[src/rtl/uart_pkg.sv]
// Shared UART definitions: receiver FSM encoding, parity-mode codes and a
// parameter-legality check used at elaboration time.
package uart_pkg;

  typedef enum logic [2:0] {
    ST_IDLE,
    ST_START,
    ST_DATA,
    ST_PARITY,
    ST_STOP,
    ST_WAIT_HIGH
  } rx_state_e;

  localparam logic [1:0] PAR_NONE = 2'b00;
  localparam logic [1:0] PAR_EVEN = 2'b01;
  localparam logic [1:0] PAR_ODD  = 2'b10;

  function automatic bit rx_params_legal(input int data_bits, input int ovs,
                                         input int clks_per_tick, input int stop_bits);
    return (data_bits >= 5) && (data_bits <= 9) &&
           (ovs >= 8) && (ovs <= 32) && ((ovs % 2) == 0) &&
           (clks_per_tick >= 1) &&
           ((stop_bits == 1) || (stop_bits == 2));
  endfunction

endpackage

[src/rtl/uart_rx_tick_gen.sv]
// Oversample tick divider: one-cycle tick every CLKS_PER_TICK enabled cycles,
// held at zero while clear is high. Shared by receiver and future transmitter.
module uart_rx_tick_gen #(
  parameter int CLKS_PER_TICK = 54
) (
  input  logic clk,
  input  logic rst,
  input  logic clear,
  input  logic enable,
  output logic tick
);

  localparam int CW = (CLKS_PER_TICK > 1) ? $clog2(CLKS_PER_TICK) : 1;
  localparam logic [CW-1:0] LAST = CW'(CLKS_PER_TICK - 1);

  logic [CW-1:0] cnt;

  assign tick = enable && !clear && (cnt == LAST);

  // NOTE: sequential state uses non-blocking assignments so every flop sees pre-edge values.
  always_ff @(posedge clk) begin
    if (rst || clear) begin
      cnt <= '0;
    end else if (enable) begin
      cnt <= (cnt == LAST) ? '0 : cnt + 1'b1;
    end
  end

endmodule

[src/rtl/uart_rx_v2.sv]
// Oversampling UART receiver with ready/valid output and overrun detection.
// Optional parity support is compiled in with macro UART_RX_PARITY_EN.
module uart_rx_v2
  import uart_pkg::*;
#(
  parameter int DATA_BITS     = 8,
  parameter int OVS           = 16,
  parameter int CLKS_PER_TICK = 54,
  parameter int STOP_BITS     = 1
) (
  input  logic                 I_clk,
  input  logic                 I_rst,
  input  logic                 I_rx_en,
  input  logic                 I_rs232_rxd,
  input  logic [1:0]           I_parity_mode,
  output logic [DATA_BITS-1:0] O_data,
  output logic                 O_valid,
  input  logic                 I_ready,
  output logic                 O_frame_err,
  output logic                 O_parity_err,
  output logic                 O_overrun,
  output logic                 O_busy
);

  if (!rx_params_legal(DATA_BITS, OVS, CLKS_PER_TICK, STOP_BITS)) begin : g_bad_params
    $error("uart_rx_v2: illegal parameter combination");
  end

  localparam int OW = $clog2(OVS);
  localparam int BW = $clog2(DATA_BITS);
  localparam logic [OW-1:0] MID_START = OW'(OVS / 2 - 1);
  localparam logic [OW-1:0] LAST_TICK = OW'(OVS - 1);
  localparam logic [BW-1:0] LAST_BIT  = BW'(DATA_BITS - 1);

  rx_state_e state, state_next;

  logic                 rxd_meta, rxd, rxd_prev;
  logic                 tick;
  logic [OW-1:0]        os_cnt;
  logic [BW-1:0]        bit_cnt;
  logic                 stop_cnt;
  logic                 stop_last;
  logic [DATA_BITS-1:0] shreg;
  logic                 ferr_acc;
  logic                 start_pt, bit_pt;
  logic                 parity_on;
  logic                 done;

  // Line idles high, so the synchroniser and edge-detect history reset to 1.
  always_ff @(posedge I_clk) begin
    if (I_rst) begin
      rxd_meta <= 1'b1;
      rxd      <= 1'b1;
      rxd_prev <= 1'b1;
    end else begin
      rxd_meta <= I_rs232_rxd;
      rxd      <= rxd_meta;
      rxd_prev <= rxd;
    end
  end

  uart_rx_tick_gen #(
    .CLKS_PER_TICK(CLKS_PER_TICK)
  ) u_tick_gen (
    .clk   (I_clk),
    .rst   (I_rst),
    .clear (state == ST_IDLE),
    .enable(I_rx_en),
    .tick  (tick)
  );

  // Start bit is re-checked at its middle; later samples are one bit apart from there.
  assign start_pt  = tick && (os_cnt == MID_START);
  assign bit_pt    = tick && (os_cnt == LAST_TICK);
  assign stop_last = (STOP_BITS == 2) ? stop_cnt : 1'b1;
  assign done      = I_rx_en && (state == ST_STOP) && bit_pt && stop_last;

`ifdef UART_RX_PARITY_EN
  logic [1:0] par_mode;
  logic       perr_acc;
  assign parity_on = (par_mode == PAR_EVEN) || (par_mode == PAR_ODD);
`else
  logic unused_parity_mode;
  assign unused_parity_mode = ^I_parity_mode;
  assign parity_on = 1'b0;
`endif

  always_ff @(posedge I_clk) begin
    if (I_rst) state <= ST_IDLE;
    else       state <= state_next;
  end

  // NOTE: every output of this block gets a default first, so no latch can be inferred.
  always_comb begin
    state_next = state;
    if (!I_rx_en) begin
      state_next = ST_IDLE;
    end else begin
      case (state)
        ST_IDLE:      if (rxd_prev && !rxd) state_next = ST_START;
        ST_START:     if (start_pt) state_next = rxd ? ST_IDLE : ST_DATA;
        ST_DATA:      if (bit_pt && (bit_cnt == LAST_BIT))
                        state_next = parity_on ? ST_PARITY : ST_STOP;
        ST_PARITY:    if (bit_pt) state_next = ST_STOP;
        ST_STOP:      if (bit_pt && stop_last) state_next = rxd ? ST_IDLE : ST_WAIT_HIGH;
        ST_WAIT_HIGH: if (rxd) state_next = ST_IDLE;
        default:      state_next = ST_IDLE;
      endcase
    end
  end

  always_ff @(posedge I_clk) begin
    if (I_rst) begin
      os_cnt   <= '0;
      bit_cnt  <= '0;
      stop_cnt <= 1'b0;
      shreg    <= '0;
      ferr_acc <= 1'b0;
`ifdef UART_RX_PARITY_EN
      par_mode <= PAR_NONE;
      perr_acc <= 1'b0;
`endif
    end else if (state == ST_IDLE) begin
      os_cnt   <= '0;
      bit_cnt  <= '0;
      stop_cnt <= 1'b0;
      ferr_acc <= 1'b0;
`ifdef UART_RX_PARITY_EN
      par_mode <= I_parity_mode;  // frozen for the whole frame once IDLE is left
      perr_acc <= 1'b0;
`endif
    end else if (tick) begin
      os_cnt <= ((state == ST_START) ? start_pt : bit_pt) ? '0 : os_cnt + 1'b1;
      if ((state == ST_DATA) && bit_pt) begin
        shreg   <= {rxd, shreg[DATA_BITS-1:1]};
        bit_cnt <= bit_cnt + 1'b1;
      end
`ifdef UART_RX_PARITY_EN
      if ((state == ST_PARITY) && bit_pt)
        perr_acc <= (^shreg) ^ rxd ^ (par_mode == PAR_ODD);
`endif
      if ((state == ST_STOP) && bit_pt) begin
        stop_cnt <= 1'b1;
        if (!rxd) ferr_acc <= 1'b1;
      end
    end
  end

  // A completed frame is dropped while an unaccepted word is still held.
  always_ff @(posedge I_clk) begin
    if (I_rst) begin
      O_data      <= '0;
      O_valid     <= 1'b0;
      O_frame_err <= 1'b0;
      O_overrun   <= 1'b0;
    end else begin
      O_overrun <= 1'b0;
      if (done) begin
        if (O_valid && !I_ready) begin
          O_overrun <= 1'b1;
        end else begin
          O_data      <= shreg;
          O_frame_err <= ferr_acc | ~rxd;
          O_valid     <= 1'b1;
        end
      end else if (O_valid && I_ready) begin
        O_valid <= 1'b0;
      end
    end
  end

`ifdef UART_RX_PARITY_EN
  logic perr_q;
  always_ff @(posedge I_clk) begin
    if (I_rst)                          perr_q <= 1'b0;
    else if (done && !(O_valid && !I_ready)) perr_q <= perr_acc;
  end
  assign O_parity_err = perr_q;
`else
  assign O_parity_err = 1'b0;
`endif

  assign O_busy = (state != ST_IDLE);

endmodule

[config.mk]
export PLATFORM = sky130hd
export DESIGN_NAME = uart_rx_v2
export DESIGN_NICKNAME = d
export VERILOG_FILES = /design/src/rtl/uart_pkg.sv /design/src/rtl/uart_rx_tick_gen.sv /design/src/rtl/uart_rx_v2.sv
export SDC_FILE = /design/constraint.sdc
export NUM_CORES = 1
export LEC_CHECK = 0
export CAP_MARGIN = 20
export CORE_ASPECT_RATIO = 0.7
export CORE_MARGIN = 2
export CORE_UTILIZATION = 58
export CTS_CLUSTER_SIZE = 10
export DETAILED_ROUTE_END_ITERATION = 8
export PLACE_DENSITY = 0.87
export SLEW_MARGIN = 5
export SYNTH_ARGS = -nofsm -noshare
export SYNTH_HDL_FRONTEND = slang
export SYNTH_HIERARCHICAL = 1
export SYNTH_SLANG_ARGS = --single-unit
export TNS_END_PERCENT = 1
[constraint.sdc]
create_clock -name I_clk -period 4.1 [get_ports I_clk]
set_input_delay 0.82 -clock I_clk [delete_from_list [all_inputs] [get_ports I_clk]]
set_output_delay 0.82 -clock I_clk [all_outputs]
set_load 0.01 [all_outputs]
**Yosys cells after proc, flatten, opt, wreduce, memory -nomap -nowiden**

Index checks and enable logic that the tools add are counted.

- Add/sub/neg operators: 3
- Eq/ne operators: 16
- Multiplexer cells: 16
- Bitwise operators: 6
- Reduce and logical (&&, ||, !) cells: 28

Operators by type and width:

| cell | count |
|---|---|
| 2-to-1 mux 3 bit | 7 |
| one-hot mux 3 bit (6 select lines) | 1 |
| inequality test 2 bit (second input constant) | 7 |
| logical AND 1 bit | 12 |
| == test 3 bit (second input constant) | 3 |
| adder 6 x 1 -> 6 bit (second input constant) | 1 |
| == test 3 x 2 -> 1 bit (second input constant) | 2 |
| == test 6 bit (second input constant) | 1 |
| 2-to-1 mux 6 bit | 1 |
| AND reduction 2 bit | 3 |
| AND reduction 3 bit | 2 |
| AND reduction 6 bit | 1 |
| OR reduction 2 bit | 3 |
| 2-to-1 mux 1 bit | 5 |
| inverter 1 bit | 5 |
| adder 4 x 1 -> 4 bit (second input constant) | 1 |
| == test 4 x 3 -> 1 bit (second input constant) | 1 |
| == test 4 bit (second input constant) | 1 |
| 2-to-1 mux 4 bit | 1 |
| adder 3 x 1 -> 3 bit (second input constant) | 1 |
| == test 3 x 1 -> 1 bit (second input constant) | 1 |
| logical NOT 1 bit | 3 |
| logical NOT 3 bit | 1 |
| nonzero test 3 bit | 1 |
| other kinds (4) | 4 |

- Bits in registers: 39
- Bits of input ports: 7
- Output and inout port bits: 13
- Word-level logic and storage cells: 82

**Logic depth before layout (Yosys ltp)**

- Word-level depth: 8
- Gate-level depth with buffers: 10
- Gate-level depth less buffers: 9

**By module**

Netlist, hierarchy kept.

Modules (own cells, without submodules):

| module | instances | cells each | area each (um^2) | seq. area each (um^2) |
|---|---|---|---|---|
| uart_rx_v2 | 1 | 151 | 1432.6 | 660.6 |
| uart_rx_tick_gen | 1 | 32 | 290.3 | 120.1 |

**Worst setup path after synthesis**

No wires, ideal clock.

- Path type: input-to-reg
- From: in I_rx_en
- To: reg O_data[0]
- Setup time: 128 ps
- Arrival: 2681 ps
- Required time: 3972 ps
- Setup slack: 1291 ps
- Stages on the path: 9
- Path buffers: 2
- Cells stage by stage: buf_4 -> nand2_1 -> nor3_1 -> nand4_1 -> or4_4 -> nor2b_4 -> buf_8 -> mux2i_1 -> nor2_1

- Word-level cells in the longest chain between the ends: 5
- Elaborated cells on any way between the ends: 6
- Those cells by class: reduce/logical: 6

Ends and longest elaborated chain:

| item | RTL line | source |
|---|---|---|
| start, declared | uart_rx_v2.sv:13 | `input logic I_rx_en,` |
| logical AND 1 bit (2 in a row) | uart_rx_tick_gen.sv:18 | `assign tick = enable && !clear && (cnt == LAST);` |
| named net tick | uart_rx_v2.sv:38 | `logic tick;` |
| logical AND 1 bit | uart_rx_v2.sv:74 | `assign bit_pt = tick && (os_cnt == LAST_TICK);` |
| logical AND 1 bit | uart_rx_v2.sv:76 | `assign done = I_rx_en && (state == ST_STOP) && bit_pt && stop_last;` |
| AND reduction 2 bit (no source line) | - |  |
| end signal, assigned | uart_rx_v2.sv:162 | `O_data <= shreg;` |
| end, declared | uart_rx_v2.sv:16 | `output logic [DATA_BITS-1:0] O_data,` |

The timed path passes the listed nets, and every way through them passes these cells.
A chain may end at the register's enable or synchronous reset.

**Final worst setup path**

- From: in I_rx_en
- To: reg O_data[2]

The elaborated chain is that of the path after synthesis.

==> summary.txt <==
CTS
  • Worst skew pair latency: 0.29 ns
  • Post-CTS Setup Inserts: 0
  • Post-CTS Resized: 0
  • Clock-pin slew on the worst setup and hold paths: 0.07 ns
  • CTS Sinks: 39
  • CTS tree: built
  • Max Buffers Root-to-Sink: 2
  • Hold Buf Count CTS: 0
  • H-tree depth: 2
  • Num CTS Buffers: 5
  • Root Buffer: clkbuf_8

Worst setup path
  • Worst-path fanout max: 10
  • Worst Path Required: 4.24 ns
  • CP Launch Type: primary input
  • Crit path cell chain: clkdlybuf4s50_1, buf_4, nand2_1, nor3_1, buf_4, nand4_1, or4_4, nor2b_4, mux2i_1, nor2_1
  • CP max stage cell: or4_4
  • R2R setup slack: 1.35 ns
  • WP data arrival: 3.24 ns
  • Setup crit end kind: flop
  • Most used cell, CP: buf_4
  • Reg2reg start: state[2]
  • R2R Path End: O_data[2]
  • Slowest stage delay, CP: 0.56 ns
  • Worst-case reg-to-reg path depth: 8
  • Crit path kind: primary input to flop

Die
  • Initial Util: 0.615
  • Die X: 69.1 um
  • Die Area: between 3000 and 4000 um2
  • Die Ht: ~50 um
  • Num ports: 20
  • Core area: 2800 um2
  • Core Rows: 16

Power
  • Total power: 656 uW
  • Worst vdd ir: 0.243 mV
  • Pwr dens: roughly 330 nW/um2
  • Static leakage: 0.000711 uW

Run
  • # Max-Cap Violations: 0

GRT
  • Global-route wire length before repair: 5370 um
  • GRT Util Overall: 0.204
  • Largest net degree at the start of global routing: 26
  • Initial antenna violation count: 0
  • GR Util met1: 0.243
  • Gr ovfl total: 0
  • Vias in the first global route: 1176
  • Grt met3 use: 0.0593
  • Met2 Resource Use GR: 0.335
  • Layer with the highest usage: met2

Placed design
  • Placed cell count: 226
  • Setup WS pre-CTS: 0.680 ns
  • Final GP Congestion: ~0.79
  • Port Buf Inserts: 16
  • Placed Area: between 1500 and 2000 um2
  • Dpl hpwl: about 2300 um

Drt
  • DR WL/cell: 14.1 um
  • Drt drc: 0
  • Routed vias: 1279
  • DRT iter0 DRCs: 77
  • WL final: 3280 um
  • Antenna Violating Nets Remaining: 0
  • 1st-pass router iterations: 4
  • Via/cell ratio: 5.49

Synth
  • Syn_area_per_cell: 9.41 um2
  • Top_reg_cell synth: dfxtp_1
  • Register area share after synthesis: 0.453
  • Syn Nets: 195
  • Main combinational cell family by area after synthesis: simple AND/OR/NAND/NOR gates
  • Synth Area in Compound Gates: 0.0864
  • Mapped cell area: 1720 um2
  • Synthesis Warnings: 6
  • Mux cell area share after synthesis: 0.122
  • Top post-synthesis cells by area: dfxtp_1, mux2i_1, nor2_1
  • Yosys reg bits: 39
  • Commonest cells in the netlist: dfxtp_1, nor2_1, mux2i_1
  • Async set-or-reset flop fraction in the synthesized netlist: 0
  • Post-synthesis adder-cell area fraction: 0.0363
  • Area share of the leading cell type in the synthesized netlist: 0.453
  • Post-Synthesis Cells: approximately 180
  • Synth area leader: dfxtp_1
  • Synth unique cells: 42
  • Most common cell in the synthesized netlist: dfxtp_1
  • Post-synth EDFFs: 0
  • Post-Synth Simple-Gate Area: 0.214
  • XOR/XNOR Fraction of Synth Area: 0.0407

STA
  • Setup violators final: 0
  • Fin crit period: slightly above 3 ns
  • Clock Skew: 0.00706 ns
  • RSZ-0062 raised after global routing: no
  • Worst Setup Slack, final: ~1 ns
  • Period utilization: 0.756
  • TNS Setup: 0 ns
  • Slew margin rel.: 0.428
  • Fin. Hold Viols: 0
  • Maximum clock rate: between 300 and 400 MHz
  • Max-slew violation count: 0
  • Slew @ Worst Pin: between 0.8 and 0.9 ns

Layout
  • Multi-input gate area: 870 um2
  • Area delta synth->final: 14.7%
  • Fin area: 1980 um2
  • Ant. Diodes: 0
  • Non-Filler Instances: around 230
  • Layout cells sized above 1: 0.112
  • Fill count: 220
  • Register Area: 781 um2
  • Nets@finish: 209

Worst hold path
  • Worst hold path depth: 1
  • HP Class: flop to flop
  • Hold Crit Endpoint: rxd
  • Hold path startpoint: rxd_meta

Run status
  • Status: completed
cell usage in the layout, fill, tap and decap left out, drive strengths merged, types with 2 or more instances in the layout:
cell	n
a211oi	3
a21oi	7
a311oi	2
buf	3
clkbuf	6
clkdlybuf4s50	16
dfxtp	39
ha	5
inv	3
mux2i	21
nand2	14
nand2b	3
nand4	4
nand4b	2
nor2	31
nor2b	3
nor3	4
nor3b	2
o21ai	3
or2	4
or4	2
xnor2	2
xor2	6
layer usage:
metal / up-vias / part of all wire
met5: - / 0
met4: 0 / 0.014
met3: 5 / 0.036
met2: 20 / 0.48
met1: 607 / 0.47
li1: 647 / -
state kept, by name, summed over array words and instances, names as in the netlist:
| register | cells |
|---|---|
| rxd | 1 |
| O_valid | 1 |
| state | 3 |
| bit_cnt | 3 |
| os_cnt | 4 |
| O_overrun | 1 |
| shreg | 8 |
| rxd_meta | 1 |
| ferr_acc | 1 |
| rxd_prev | 1 |
| O_data | 8 |
| O_frame_err | 1 |
| u_tick_gen/cnt | 6 |
power breakdown:
part	switching, uW	internal (uW)
Sequential	1.64	380
Clock	127	132
Combinational	8.32	7.24
Total	137	519
final cells by class:
type,count,share of cell area
flip-flops and latches,39,0.395
inverters,3,0.00570
clock buffers,6,0.0418
repair buffers,19,0.0924
multi-input cells,129,0.440
well taps,36,0.0228
clock inverters,1,0.00253
worst max-delay path, delay by kind of cell:
kind                   cells  cell delay (ns)
and+or+nand+nor            6             1.39
buffers and inverters      3             0.78
muxes                      1             0.25
stage by stage:
stage | hold WS [ns] | util
after CTS | 0.420 | 0.705
final | 0.425 | 0.705
after detailed placement | 0.400 | 0.674
after global routing | 0.444 | 0.705
after floorplan | 0.389 | -
after global placement | 0.398 | 0.674
cell families (layout without fill, tap and decap cells):
logic type                 count (synthesis)  in the layout
AOI/OAI and AO/OA                         21             21
xor gates and xnor gates                   8              8
adders and majority gates                  5              5
buffers and inverters                     15             29
DFF                                       39             39
muxes                                     21             21
other                                      1              1
and+or+nand+nor                           73             73
how the worst max path moves through the flow:
stage	from	slack (ns)	cells past startpoint	end
6_report	I_rx_en	1.00	10	O_data[2]
5_1_grt	I_rx_en	0.86	10	O_data[2]
4_1_cts	I_rx_en	1.0	10	O_data[2]
3_5_place_dp	I_rx_en	0.68	10	O_data[2]
3_3_place_gp	I_rx_en	0.77	10	O_data[2]
2_1_floorplan	I_rx_en	1.29	9	O_data[0]
No activity file was read; power rests on OpenSTA's default activity.
